**src/rtl/lsu_pkg.sv**
```systemverilog
// Shared definitions for the load/store unit.
//   funct3 encodings for RV32I loads/stores, FSM state encodings,
//   store byte-lane masks and a helper that places a mask on its lanes.
package lsu_pkg;

  localparam int unsigned XLEN = 32;
  localparam int unsigned F3_W = 3;
  localparam int unsigned RD_W = 5;
  localparam int unsigned BE_W = 4;

  // Load funct3
  localparam logic [F3_W-1:0] LB  = 3'b000;
  localparam logic [F3_W-1:0] LH  = 3'b001;
  localparam logic [F3_W-1:0] LW  = 3'b010;
  localparam logic [F3_W-1:0] LBU = 3'b100;
  localparam logic [F3_W-1:0] LHU = 3'b101;

  // Store funct3
  localparam logic [F3_W-1:0] SB  = 3'b000;
  localparam logic [F3_W-1:0] SH  = 3'b001;
  localparam logic [F3_W-1:0] SW  = 3'b010;

  // Store byte-lane masks before lane shift
  localparam logic [BE_W-1:0] MASK_B = 4'b0001;
  localparam logic [BE_W-1:0] MASK_H = 4'b0011;
  localparam logic [BE_W-1:0] MASK_W = 4'b1111;

  typedef enum logic [1:0] {
    IDLE = 2'd0,
    REQ  = 2'd1,
    RESP = 2'd2
  } lsu_state_e;

  // Byte enables for a store; halves only land on lanes 0/2, words on lane 0.
  function automatic logic [BE_W-1:0] store_mask(input logic [F3_W-1:0] f3,
                                                 input logic [1:0]      off);
    logic [BE_W-1:0] m;
    case (f3)
      SB:      m = BE_W'(MASK_B << off);
      SH:      m = BE_W'(MASK_H << {off[1], 1'b0});
      default: m = MASK_W;
    endcase
    return m;
  endfunction

endpackage

```
**src/rtl/lsu_load_align.sv**
```systemverilog
// Combinational load-data extraction and extension.
//   i_dout   : raw 32-bit word from data memory
//   i_off    : byte offset (addr[1:0]) of the load
//   i_funct3 : load funct3 (LB/LH/LW/LBU/LHU)
//   o_data_c : aligned, sign/zero-extended result
module lsu_load_align
  import lsu_pkg::*;
(
  input  logic [XLEN-1:0] i_dout,
  input  logic [1:0]      i_off,
  input  logic [F3_W-1:0] i_funct3,
  output logic [XLEN-1:0] o_data_c
);

  logic [7:0]  w_byte;
  logic [15:0] w_half;

  always_comb begin
    w_byte   = 8'h00;
    w_half   = 16'h0000;
    o_data_c = i_dout;

    case (i_off)
      2'd0:    w_byte = i_dout[7:0];
      2'd1:    w_byte = i_dout[15:8];
      2'd2:    w_byte = i_dout[23:16];
      default: w_byte = i_dout[31:24];
    endcase

    // Half selection ignores addr[0]: halves come from lanes 0 or 2 only.
    w_half = i_off[1] ? i_dout[31:16] : i_dout[15:0];

    case (i_funct3)
      LB:      o_data_c = {{24{w_byte[7]}}, w_byte};
      LBU:     o_data_c = {24'h000000, w_byte};
      LH:      o_data_c = {{16{w_half[15]}}, w_half};
      LHU:     o_data_c = {16'h0000, w_half};
      default: o_data_c = i_dout;
    endcase
  end

endmodule

```
**src/rtl/lsu.sv**
```systemverilog
// Load/store unit: one memory op at a time, IDLE -> REQ -> (RESP) -> IDLE.
//   clk, rst          : clock, asynchronous active-high reset
//   ex_*              : op from execute (valid/ready handshake)
//   dmem_*            : single-cycle request to word-addressed data memory,
//                       read data returns one cycle after the request
//   wb_*              : one-cycle load result to writeback
//   misalign          : one-cycle pulse for a rejected misaligned access
// Optional feature: define LSU_MISALIGN_CHECK_EN to reject misaligned
// halfword/word accesses; otherwise misalign is 0 and low address bits
// beyond the access size are ignored.
module lsu
  import lsu_pkg::*;
#(
  parameter int unsigned ADDR_W = 30
) (
  input  logic              clk,
  input  logic              rst,
  input  logic              ex_valid,
  output logic              ex_ready,
  input  logic [XLEN-1:0]   ex_addr,
  input  logic [XLEN-1:0]   ex_wdata,
  input  logic [F3_W-1:0]   ex_funct3,
  input  logic              ex_is_load,
  input  logic              ex_is_store,
  input  logic [RD_W-1:0]   ex_rd,
  output logic              dmem_en,
  output logic [BE_W-1:0]   dmem_we,
  output logic [ADDR_W-1:0] dmem_addr,
  output logic [XLEN-1:0]   dmem_din,
  input  logic [XLEN-1:0]   dmem_dout,
  output logic              wb_valid,
  output logic [XLEN-1:0]   wb_data,
  output logic [RD_W-1:0]   wb_rd,
  output logic              misalign
);

  lsu_state_e        r_state;
  logic              r_ex_ready;
  logic              r_is_load;
  logic [F3_W-1:0]   r_funct3;
  logic [1:0]        r_off;
  logic [RD_W-1:0]   r_rd;
  logic              r_dmem_en;
  logic [BE_W-1:0]   r_dmem_we;
  logic [ADDR_W-1:0] r_dmem_addr;
  logic [XLEN-1:0]   r_dmem_din;
  logic              r_wb_valid;
  logic [XLEN-1:0]   r_wb_data;
  logic [RD_W-1:0]   r_wb_rd;
  logic              r_misalign;

  logic              w_load_ok;
  logic              w_store_ok;
  logic              w_misal;
  logic [XLEN-1:0]   w_st_data;
  logic [XLEN-1:0]   w_ld_data;

  // Op classification; load wins when both class bits are set.
  always_comb begin
    w_load_ok  = ex_is_load && (ex_funct3 == LB  || ex_funct3 == LH ||
                                ex_funct3 == LW  || ex_funct3 == LBU ||
                                ex_funct3 == LHU);
    w_store_ok = !ex_is_load && ex_is_store && (ex_funct3 <= SW);
`ifdef LSU_MISALIGN_CHECK_EN
    w_misal = (w_load_ok || w_store_ok) &&
              (((ex_funct3[1:0] == 2'b10) && (ex_addr[1:0] != 2'b00)) ||
               ((ex_funct3[1:0] == 2'b01) && ex_addr[0]));
`else
    w_misal = 1'b0;
`endif
  end

  // Store data replicated across lanes so any lane enable picks it up.
  always_comb begin
    case (ex_funct3[1:0])
      2'b00:   w_st_data = {4{ex_wdata[7:0]}};
      2'b01:   w_st_data = {2{ex_wdata[15:0]}};
      default: w_st_data = ex_wdata;
    endcase
  end

  lsu_load_align u_load_align (
    .i_dout   (dmem_dout),
    .i_off    (r_off),
    .i_funct3 (r_funct3),
    .o_data_c (w_ld_data)
  );

  // Control FSM with registered outputs.
  always_ff @(posedge clk or posedge rst) begin
    if (rst) begin
      r_state     <= IDLE;
      r_ex_ready  <= 1'b1;
      r_is_load   <= 1'b0;
      r_funct3    <= '0;
      r_off       <= '0;
      r_rd        <= '0;
      r_dmem_en   <= 1'b0;
      r_dmem_we   <= '0;
      r_dmem_addr <= '0;
      r_dmem_din  <= '0;
      r_wb_valid  <= 1'b0;
      r_wb_data   <= '0;
      r_wb_rd     <= '0;
      r_misalign  <= 1'b0;
    end else begin
      r_dmem_en  <= 1'b0;
      r_dmem_we  <= '0;
      r_wb_valid <= 1'b0;
      r_misalign <= 1'b0;

      case (r_state)
        IDLE: begin
          // Invalid or unclassified ops are accepted and dropped here.
          if (ex_valid) begin
            if (w_misal) begin
              r_misalign <= 1'b1;
            end else if (w_load_ok || w_store_ok) begin
              r_is_load   <= w_load_ok;
              r_funct3    <= ex_funct3;
              r_off       <= ex_addr[1:0];
              r_rd        <= ex_rd;
              r_dmem_en   <= 1'b1;
              r_dmem_we   <= w_store_ok ? store_mask(ex_funct3, ex_addr[1:0]) : '0;
              r_dmem_addr <= ex_addr[ADDR_W+1:2];
              r_dmem_din  <= w_st_data;
              r_ex_ready  <= 1'b0;
              r_state     <= REQ;
            end
          end
        end
        REQ: begin
          if (r_is_load) begin
            r_state <= RESP;
          end else begin
            r_ex_ready <= 1'b1;
            r_state    <= IDLE;
          end
        end
        RESP: begin
          r_wb_data  <= w_ld_data;
          r_wb_rd    <= r_rd;
          r_wb_valid <= 1'b1;
          r_ex_ready <= 1'b1;
          r_state    <= IDLE;
        end
        default: begin
          r_ex_ready <= 1'b1;
          r_state    <= IDLE;
        end
      endcase
    end
  end

  assign ex_ready  = r_ex_ready;
  assign dmem_en   = r_dmem_en;
  assign dmem_we   = r_dmem_we;
  assign dmem_addr = r_dmem_addr;
  assign dmem_din  = r_dmem_din;
  assign wb_valid  = r_wb_valid;
  assign wb_data   = r_wb_data;
  assign wb_rd     = r_wb_rd;
  assign misalign  = r_misalign;

endmodule

```
**config.mk**
```make
export PLATFORM = sky130hd
export DESIGN_NAME = lsu
export DESIGN_NICKNAME = d
export VERILOG_FILES = /design/src/rtl/lsu_pkg.sv /design/src/rtl/lsu_load_align.sv /design/src/rtl/lsu.sv
export SDC_FILE = /design/constraint.sdc
export NUM_CORES = 1
export LEC_CHECK = 0
export ABC_AREA = 1
export BUFFER_PORTS_ARGS = -buffer_cell sky130_fd_sc_hd__buf_2
export CORE_UTILIZATION = 40
export DETAILED_ROUTE_END_ITERATION = 8
export GPL_TIMING_DRIVEN = 0
export PLACE_DENSITY = 0.77
export SETUP_SLACK_MARGIN = 0.15
export SLEW_MARGIN = 0
export SYNTH_ARGS = -nofsm -noshare
export SYNTH_HDL_FRONTEND = slang
export SYNTH_SLANG_ARGS = --single-unit
export TNS_END_PERCENT = 50
```
**constraint.sdc**
```tcl
create_clock -name clk -period 3.85 [get_ports clk]
set_input_delay 0.77 -clock clk [delete_from_list [all_inputs] [get_ports clk]]
set_output_delay 0.77 -clock clk [all_outputs]
set_load 0.1 [all_outputs]
```
### Word-level counts from Yosys, hierarchy flattened

Index checks and enable logic that the tools add are counted.

| cells by class | value |
|---|---|
| add/subtract/negate cells | 0 |
| div/mod/pow operators | 0 |
| bitwise operators | 0 |
| mux-type cells | 21 |
| multiply operators | 0 |
| shifts and indexed selects | 2 |
| $lt $le $gt $ge | 1 |
| equal/unequal tests | 15 |
| reductions and logical operators | 17 |

Operators with widths:

| kind | count |
|---|---|
| case mux 32 bit (4 select lines) | 1 |
| case mux 32 bit (2 select lines) | 1 |
| case mux 8 bit (3 select lines) | 1 |
| 2-to-1 mux 16 bit | 1 |
| 2-to-1 mux 4 bit | 4 |
| == test 3 bit (second input constant) | 4 |
| case mux 4 bit (2 select lines) | 1 |
| 2-to-1 mux 1 bit | 7 |
| == test 2 x 1 -> 1 bit (second input constant) | 3 |
| == test 3 x 1 -> 1 bit (second input constant) | 2 |
| logical NOT 2 bit | 3 |
| logical NOT 3 bit | 2 |
| 2-to-1 mux 2 bit | 3 |
| != test 2 bit (second input constant) | 3 |
| AND reduction 3 bit | 2 |
| logical OR 1 bit | 5 |
| == test 2 bit (second input constant) | 2 |
| case mux 2 bit (2 select lines) | 1 |
| << shifter 1 x 2 -> 4 bit (first input constant) | 1 |
| << shifter 2 x 2 -> 4 bit (first input constant) | 1 |
| == test 3 x 2 -> 1 bit (second input constant) | 1 |
| less-or-equal comparator 3 x 2 -> 1 bit (second input constant) | 1 |
| logical AND 1 bit | 3 |
| case mux 1 bit (2 select lines) | 1 |
| 2 further kinds | 2 |

| storage, ports and cells | value |
|---|---|
| latch bits | 0 |
| bits in writable memories | 0 |
| output and inout bits | 107 |
| memories kept | 0 |
| ROM bits | 0 |
| bits of input ports | 109 |
| logic and storage cells | 69 |
| bits in registers | 119 |

### Logic depth before layout (Yosys ltp)

Gate-level depths: netlist of run 1.

| depth | value |
|---|---|
| word-level depth | 10 |
| gate-level depth with buffers | 9 |
| mapped depth without buffers | 8 |

### Cells and area by module

From an unflattened synthesis of run 1, not the netlist that was laid out.

| unflattened totals | value |
|---|---|
| cells, all modules | 776 |
| area total of the unflattened synthesis | 5866.9 um2 |

By module, submodules not included:

| module | sequential area each (um2) | times used | area each (um2) | cells an instance |
|---|---|---|---|---|
| lsu | 2979.1 | 1 | 4971.0 | 584 |
| lsu_load_align | 0.0 | 1 | 895.9 | 192 |

### Worst setup path after synthesis of run 1

Ideal clock, no wire load.

| path | value |
|---|---|
| path type | flip-flop to output port |
| start point | register r_wb_data[1], in the netlist wb_data[1] |
| end point | output port wb_data[1] |
| path slack | 2182 ps |
| path buffers | 0 |
| stages on the path, launching flop included | 1 |
| arrival time | 898 ps |
| data required time | 3080 ps |
| path through | dfrtp_1 |

RTL lines:

| what | line | text |
|---|---|---|
| from (decl) | lsu.sv:48 | `logic [XLEN-1:0] r_wb_data;` |
| from (signal assigned) | lsu.sv:141 | `r_wb_data <= w_ld_data;` |
| to (decl) | lsu.sv:32 | `output logic [XLEN-1:0] wb_data,` |

No word-level cell between the ends.

### Final worst setup path of run 1

| path | value |
|---|---|
| start point | register r_ex_ready, in the netlist ex_ready |
| end point | output port ex_ready |

RTL lines:

| what | line | text |
|---|---|---|
| from (decl) | lsu.sv:38 | `logic r_ex_ready;` |
| from (signal assigned) | lsu.sv:93 | `r_ex_ready <= 1'b1;` |
| from (signal assigned) | lsu.sv:127 | `r_ex_ready <= 1'b0;` |
| from (signal assigned) | lsu.sv:136 | `r_ex_ready <= 1'b1;` |
| to (decl) | lsu.sv:19 | `output logic ex_ready,` |

No word-level cell between the ends.

==> flow_summary.ini, run 1 <==
[outcome]
status = completed

[power]
p_int_mw = 3.27
clkPwrFrac_pct = 21.3
peakVddDrop_v = 0.000463
p_sw_share_pct = 55.9
combinationalPowerShare_pct = 53.8
seq_power_share_pct = 24.9
p_per_area_mw_per_mm2 = 997
fin_total_pwr_mw = 7.42
p_leak_nw = 4.20
netSwitchingPower_mw = 4.15

[setup_path]
slowest_stage = dfstp_2
crit_buf_inv = 1
start_kind = flip-flop
crit_required_ns = 3.08
cp.depth = 1
worst_r2r_path_depth = 7
path_class = reg2out
crit_family = flip-flops
max_stage_delay_ns = 0.53
crit_chain = buf_2
end_kind = primary output
r2r_start = r_funct3[0]
critPathMaxFanout = 2
crit_start = ex_ready
crit_arrival_ns = 1.39

[global_route]
grt_max_degree = 41
met3_usage_pct = 5.89
grtUsageMet2_pct = 38.5
grt-busiest-layer = met2
grtUsageTotal_pct = 23.6
overflow = 0
antenna_found_initial = 0
grt_util_met1_pct = 29.1
grt_pass1_wl_um = 25900
grt_pass1_vias = 5379

[drt]
avgViaCountPerCell = 4.90
drc = 0
ant_nets = 0
drt_wl_total_um = 16100
drt_first_pass_iters = 7
num_vias = 5461
drt_iter0_markers = 381
drt-wirelength-per-cell_um = 14.4

[logic_synthesis]
synth.most_common_cell = nand2_1
syn_area_mm2 = 0.00550
synthFlopType = dfrtp_1
synth-seq-cells = 119
ys_seq_area_share_pct = 54.2
synth_commonest_cells = 246 x nand2_1, 118 x dfrtp_1, 73 x a21oi_1, 57 x inv_1, 53 x o21ai_0
avgSynthCellArea_um2 = 7.98
synth_area_leaders = dfrtp_1 54%, nand2_1 17%, a21oi_1 6.6%
ys_types = 24
syn_nets = 798
yosys_warnings = 0
synthCells = 689
synth-edff-count = 0
synthArstFlopShare_pct = 100
yosys.area.top_type = dfrtp_1
synth_top_area_share_pct = 53.7

[placed_design]
port_buffers = 214
place_congestion = 0.952
dp.cells = 1082
hpwl_um = 12100

[timing]
slew_violations = 0
max_freq_mhz = 462
min_period_over_period_pct = 56.2
timing.hold.ws_ns = 0.253
slew_headroom_pct = 62.9
setup_violations = 0
fin_crit_ns = 2.16
rsz0062_at_grt = no
clock_skew_ns = 0.00945
tightestPinTransition_ns = 0.554
hold_viol = 0
final.setup.tns_ns = 0

[final_layout]
layout.cells.non_filler = 1114
syn_to_final_growth_pct = 35.4
diodes = 0
post-route-util_pct = 55.8
fin_nets = 1034
drive_above_1_share_pct = 32.0

[cts]
postCtsHoldBufs = 0
cts_inserted_buffers = 17
cts.sinks = 119
worstSkewPairLatency_ns = 0.42
cts_max_path_buffers = 2
cts_tree = yes
postCtsSetupBuffers = 0
ctsRootBufferMaster = clkbuf_16
htree_levels = 4
cts-resized-gates = 0
clk_pin_slew_ns = 0.05

[floorplanning]
dieArea_mm2 = 0.0142
fp-row-count = 42
ioPinCount = 216
initial_core_util_pct = 41.2
core_area_mm2 = 0.0133
dieHeight_um = 119
die_x_um = 119

[hold_path]
hold_path.class = in2async

[job]
cap_viol_max_count = 0
==> metal layers <==
| layer | routed length [um] | part of all wire (%) |
|---|---|---|
| met1 | 6630 | 41 |
| met3 | 1320 | 8.2 |
| met2 | 7680 | 48 |
| met4 | 432 | 2.7 |
| met5 | 0 | 0 |
==> sequential cells by signal, summed over array words and instances, names as in the netlist, 3 cells and up <==
register,count
wb_data,32
dmem_we,4
r_rd,5
r_funct3,3
wb_rd,5
dmem_din,32
dmem_addr,30
==> per-stage QoR <==
step,setup slack (ns),cell area [um^2]
floorplan,1.63,5510
global placement,0.802,6800
detailed placement,1.92,6860
CTS,1.67,7450
global route,1.67,7450
finish,1.69,7450
==> layout make-up <==
| class | count | area, um^2 |
|---|---|---|
| Buffer | 37 | 235 |
| Clock buffer | 20 | 437 |
| Clock inverter | 12 | 154 |
| Fill cell | 1313 | 5900 |
| Inverter | 61 | 233 |
| Multi-Input combinational cell | 472 | 2060 |
| Sequential cell | 119 | 2980 |
| Tap cell | 176 | 220 |
| Timing Repair Buffer | 217 | 1130 |
==> path summary, 6_finish.rpt <==
kind,end,slack [ns]
max,ex_ready,1.69
min in group clk,ex_ready,0.47
min,wb_data[12],0.25
min reg2reg,ex_ready,0.47
max reg2reg,wb_data[5],2.40
max in group asynchronous,dmem_din[9],2.91
==> kinds of logic after synthesis <==
logic type	Yosys count	share of synthesized area, %
AND/OR/NAND/NOR	332	24.5
flip-flops	119	54.2
AO/OA/AOI/OAI	139	12.8
buffers and inverters	98	8.44
other	1	0.0682
==> cells in the final DEF (no fill, tap or decap), drive strengths merged <==
| cell | synthesis | layout |
|---|---|---|
| or2 | 16 | 16 |
| clkinvlp | 0 | 4 |
| conb | 1 | 1 |
| o21a | 1 | 1 |
| inv | 61 | 60 |
| bufinv | 0 | 3 |
| nand3b | 1 | 1 |
| nor3 | 1 | 1 |
| nand2 | 249 | 249 |
| dfstp | 1 | 1 |
| dfrtp | 118 | 118 |
| buf | 29 | 246 |
| a21oi | 73 | 73 |
| clkinv | 0 | 6 |
| o211ai | 1 | 1 |
| nor2 | 36 | 36 |
| clkbuf | 8 | 28 |
| o21ai | 62 | 62 |
| o22ai | 2 | 2 |
| nand3 | 29 | 29 |
==> power by group through the flow <==
stage / sequential [mW] / combinational (mW) / clock, mW
floorplan: 4.48 / 0.682 / 0
global placement: 1.86 / 3.96 / 0
detailed placement: 1.86 / 4.01 / 0
CTS: 1.85 / 4.01 / 1.61
global route: 1.90 / 4.17 / 1.66
finish: 1.85 / 4.00 / 1.58
Note: power is estimated with default switching activity, not from simulation.
==> run 2, diff against run 1 <==
--- a/config.mk
+++ b/config.mk
@@ -10,7 +10,7 @@
 export CORE_UTILIZATION = 40
 export DETAILED_ROUTE_END_ITERATION = 8
 export GPL_TIMING_DRIVEN = 0
-export PLACE_DENSITY = 0.77
+export PLACE_DENSITY = 0.75
 export SETUP_SLACK_MARGIN = 0.15
 export SLEW_MARGIN = 0
 export SYNTH_ARGS = -nofsm -noshare
==> constraint.sdc (replaced) <==
create_clock -name clk -period 2.1 [get_ports clk]
set_input_delay 0.42 -clock clk [delete_from_list [all_inputs] [get_ports clk]]
set_output_delay 0.42 -clock clk [all_outputs]
set_load 0.1 [all_outputs]
==> flow_summary.ini, run 2 (synthesized netlist as in run 1, its figures left out) <==
[power]
p_leak_nw = 4.20
netSwitchingPower_mw = 7.58
combinationalPowerShare_pct = 54.2
p_sw_share_pct = 56.2
p_per_area_mw_per_mm2 = 1820
seq_power_share_pct = 25.2
clkPwrFrac_pct = 20.6
peakVddDrop_v = 0.00100
fin_total_pwr_mw = 13.5
p_int_mw = 5.90

[global_route]
overflow = 0
grtUsageTotal_pct = 23.5
grt_pass1_vias = 5212
antenna_found_initial = 0
grt_max_degree = 43
grt_pass1_wl_um = 25600

[floorplanning]
initial_core_util_pct = 41.2
dieArea_mm2 = 0.0142
dieHeight_um = 119
fp-row-count = 42
core_area_mm2 = 0.0133
die_x_um = 119
ioPinCount = 216

[setup_path]
crit_required_ns = 1.68
path_class = reg2out
worst_r2r_path_depth = 6
end_kind = primary output
start_kind = flip-flop
r2r_end = wb_data[0]
crit_family = flip-flops
r2r_start = r_funct3[0]
max_stage_delay_ns = 0.53
crit_arrival_ns = 1.37
rrSetupSlack_ns = 0.66
crit_chain = buf_2
critPathMaxFanout = 2
crit_buf_inv = 1
slowest_stage = dfstp_2

[placed_design]
place_congestion = 0.971
hpwl_um = 11900
port_buffers = 214

[cts]
postCtsHoldBufs = 0
cts-resized-gates = 0
cts_tree = yes
clk_pin_slew_ns = 0.05
postCtsSetupBuffers = 0
cts_max_path_buffers = 2
worstSkewPairLatency_ns = 0.41
cts_inserted_buffers = 17
cts.sinks = 119
ctsRootBufferMaster = clkbuf_16
htree_levels = 4

[outcome]
status = completed

[drt]
drt_wl_total_um = 15900
drc = 0
drt_first_pass_iters = 5
ant_nets = 0
avgViaCountPerCell = 4.88
drt_iter0_markers = 464
num_vias = 5436
drt-wirelength-per-cell_um = 14.3

[timing]
setup_violations = 0
rsz0062_at_grt = no
clock_skew_ns = 0.00724
max_freq_mhz = 560
slew_violations = 0
slew_headroom_pct = 39.7
min_period_over_period_pct = 85.0
hold_viol = 0
tightestPinTransition_ns = 0.903
fin_crit_ns = 1.79
final.setup.tns_ns = 0

[final_layout]
final_common_cell = nand2_1
post-route-util_pct = 55.5
fin_nets = 1033
syn_to_final_growth_pct = 34.7
drive_above_1_share_pct = 32.1
num-fill-cells = 1325
layout_common_cells = 246 x nand2_1, 231 x buf_2, 118 x dfrtp_1, 73 x a21oi_1, 56 x inv_1

[job]
cap_viol_max_count = 0

[hold_path]
hold_path.class = in2async
==> run 2: area by class of cell <==
cell class	instances	area, um^2	area share (%)
inverters	61	233	3.14
repair buffers	216	1110	15.0
plain buffers	37	235	3.18
clock buffers	23	498	6.72
well taps	176	220	2.97
multi-input cells	472	2060	27.8
diodes	1	2.50	0.0338
flip-flops and latches	119	2980	40.2
clock inverters	8	71.3	0.963
==> run 2: worst reg2reg max path: cells and delay by family, from the launching register on <==
family	cells	cell delay (ns)
flops	1	0.36
simple gates	4	0.54
compound gates	1	0.25
buf+inv	1	0.18
==> run 2: stage by stage <==
step	hold WS [ns]	std cells	worst slack (ns)	instance area [um^2]
final	0.194	1113	0.315	7410
after global routing	0.186	1112	0.258	7410
after CTS	0.182	1112	0.294	7410
after detailed placement	0.453	1081	0.388	6840
after global placement	0.452	1079	-0.612	6800
after floorplan	0.442	689	0.225	5510
==> run 2: worst max path at each step <==
stage | startpoint | endpoint | slack [ns] | cells past startpoint
finish | ex_ready | ex_ready | 0.31 | 1
global placement | rst | dmem_addr[10] | -0.61 | 2
detailed placement | rst | ex_ready | 0.39 | 4
floorplan | rst | dmem_addr[0] | 0.23 | 1
global route | ex_ready | ex_ready | 0.26 | 1
CTS | ex_ready | ex_ready | 0.29 | 1
==> run 2: routing by layer <==
layer  routed length (um)  up-vias  GRT usage, %
li1                     -     2642             -
met1                 6790     2514          30.1
met2                 7450      253          37.2
met3                 1420       27          7.09
met4                  255        0          8.86
met5                    0        -             0
==> run 2: power by group through the flow <==
stage                     sequential (mW)  clock (mW)  combinational [mW]
after detailed placement             3.41           0                7.33
after global placement               3.41           0                7.26
final                                3.39        2.78                7.31
after CTS                            3.39        2.83                7.34
after global routing                 3.48        2.96                7.61
after floorplan                      8.22           0                1.25
==> run 3, diff against run 2 <==
--- a/config.mk
+++ b/config.mk
@@ -7,13 +7,14 @@
 export LEC_CHECK = 0
 export ABC_AREA = 1
 export BUFFER_PORTS_ARGS = -buffer_cell sky130_fd_sc_hd__buf_2
+export CAP_MARGIN = 40
 export CORE_UTILIZATION = 40
 export DETAILED_ROUTE_END_ITERATION = 8
 export GPL_TIMING_DRIVEN = 0
 export PLACE_DENSITY = 0.75
+export RECOVER_POWER = 25
 export SETUP_SLACK_MARGIN = 0.15
 export SLEW_MARGIN = 0
 export SYNTH_ARGS = -nofsm -noshare
 export SYNTH_HDL_FRONTEND = slang
 export SYNTH_SLANG_ARGS = --single-unit
-export TNS_END_PERCENT = 50
==> flow_summary.ini, run 3 (synthesized netlist as in run 1, its figures left out) <==
[global_route]
grtUsageTotal_pct = 23.6
antenna_found_initial = 2
grt_pass1_vias = 5207
grt_pass1_wl_um = 25700
overflow = 0
grt_max_degree = 39

[floorplanning]
ioPinCount = 216
dieHeight_um = 119
dieArea_mm2 = 0.0142
core_area_mm2 = 0.0133
die_x_um = 119
fp-row-count = 42
initial_core_util_pct = 41.2

[setup_path]
crit_family = flip-flops
path_class = reg2out
start_kind = flip-flop
crit_chain = buf_2
crit_buf_inv = 1
end_kind = primary output
critPathMaxFanout = 2
max_stage_delay_ns = 0.52
slowest_stage = dfstp_2
crit_arrival_ns = 1.36
crit_required_ns = 1.68

[power]
p_int_mw = 6.18
clkPwrFrac_pct = 22.4
p_per_area_mw_per_mm2 = 1840
combinationalPowerShare_pct = 53.0
peakVddDrop_v = 0.000981
p_leak_nw = 4.23
seq_power_share_pct = 24.5
netSwitchingPower_mw = 7.61
p_sw_share_pct = 55.2

[timing]
hold_viol = 0
fin_crit_ns = 1.78
tightestPinTransition_ns = 0.725
min_period_over_period_pct = 84.9
timing.hold.ws_ns = 0.196
worst_slack_ns = 0.318
setup_violations = 0
max_freq_mhz = 561
slew_violations = 0
slew_headroom_pct = 51.4
clock_skew_ns = 0.00991
rsz0062_at_grt = no

[drt]
drt_first_pass_iters = 5
ant_nets = 0
drt_wl_total_um = 15800
drt-wirelength-per-cell_um = 14.2
drc = 0
num_vias = 5415
drt_iter0_markers = 395
avgViaCountPerCell = 4.85

[cts]
cts_max_path_buffers = 2
ctsRootBufferMaster = clkbuf_16
cts.sinks = 119
worstSkewPairLatency_ns = 0.42
clk_pin_slew_ns = 0.06
cts_inserted_buffers = 17
cts_tree = yes
htree_levels = 4

[placed_design]
pre_cts_ws_ns = 0.494
place_congestion = 0.971
port_buffers = 214
dp.cells = 1082
hpwl_um = 12000

[final_layout]
fin_nets = 1035
syn_to_final_growth_pct = 36.0
layout.cells.non_filler = 1116
layout_common_cells = 246 x nand2_1, 230 x buf_2, 118 x dfrtp_1, 73 x a21oi_1, 56 x inv_1
final_common_cell = nand2_1
drive_above_1_share_pct = 32.2

[hold_path]
hold_path.class = in2reg

[job]
cap_viol_max_count = 0

[outcome]
status = completed
## run 3: power by group through the flow
stage	Clock (mW)	Combinational, mW	Sequential [mW]
finish	3.10	7.31	3.38
global route	3.28	7.63	3.48
CTS	3.14	7.35	3.39
detailed placement	0	7.34	3.41
global placement	0	7.26	3.41
floorplan	0	1.25	8.22
## run 3: per-layer routing
metal	up-vias	global-route usage [%]	wire length [um]
li1	2646	-	-
met1	2531	30.8	6880
met2	218	37.1	7500
met3	18	7.14	1190
met4	2	8.31	254
met5	-	0	13
## run 3: repair_timing
| item | CTS | global route |
|---|---|---|
| hold buffers | 1 | 0 |
| buffers inserted | 0 | 0 |
| resized for setup | 0 | 0 |
| hold endpoints to repair | 11 | 0 |
## run 3: area by class of cell
class	instances	area [um^2]
clock buffers	20	457
plain buffers	37	235
repair buffers	218	1130
fillers	1278	5860
well taps	176	220
inverters	61	230
diodes	1	2.50
multi-input cells	472	2060
clock inverters	12	173
flip-flops and latches	119	2980
## run 3: metrics by stage
step	power, mW	instance area, um^2	TNS, ns	utilization (%)
CTS	13.9	7500	0	56.2
finish	13.8	7480	0	56.1
global placement	10.7	6800	-71.13	50.9
global route	14.4	7480	0	56.0
floorplan	9.47	5510	0	-
detailed placement	10.7	6860	0	51.4
## run 3: worst paths after layout
path	startpoint	end	slack [ns]	cells after the start
worst max register to register	r_funct3[0]	wb_data[0]	0.64	6
worst max-delay path	ex_ready	ex_ready	0.32	1
worst min register to register	ex_ready	ex_ready	0.46	2
worst min-delay path	ex_addr[2]	dmem_addr[0]	0.20	3
min in group asynchronous	rst	wb_data[10]	0.62	3
max in group asynchronous	rst	ex_ready	0.48	4
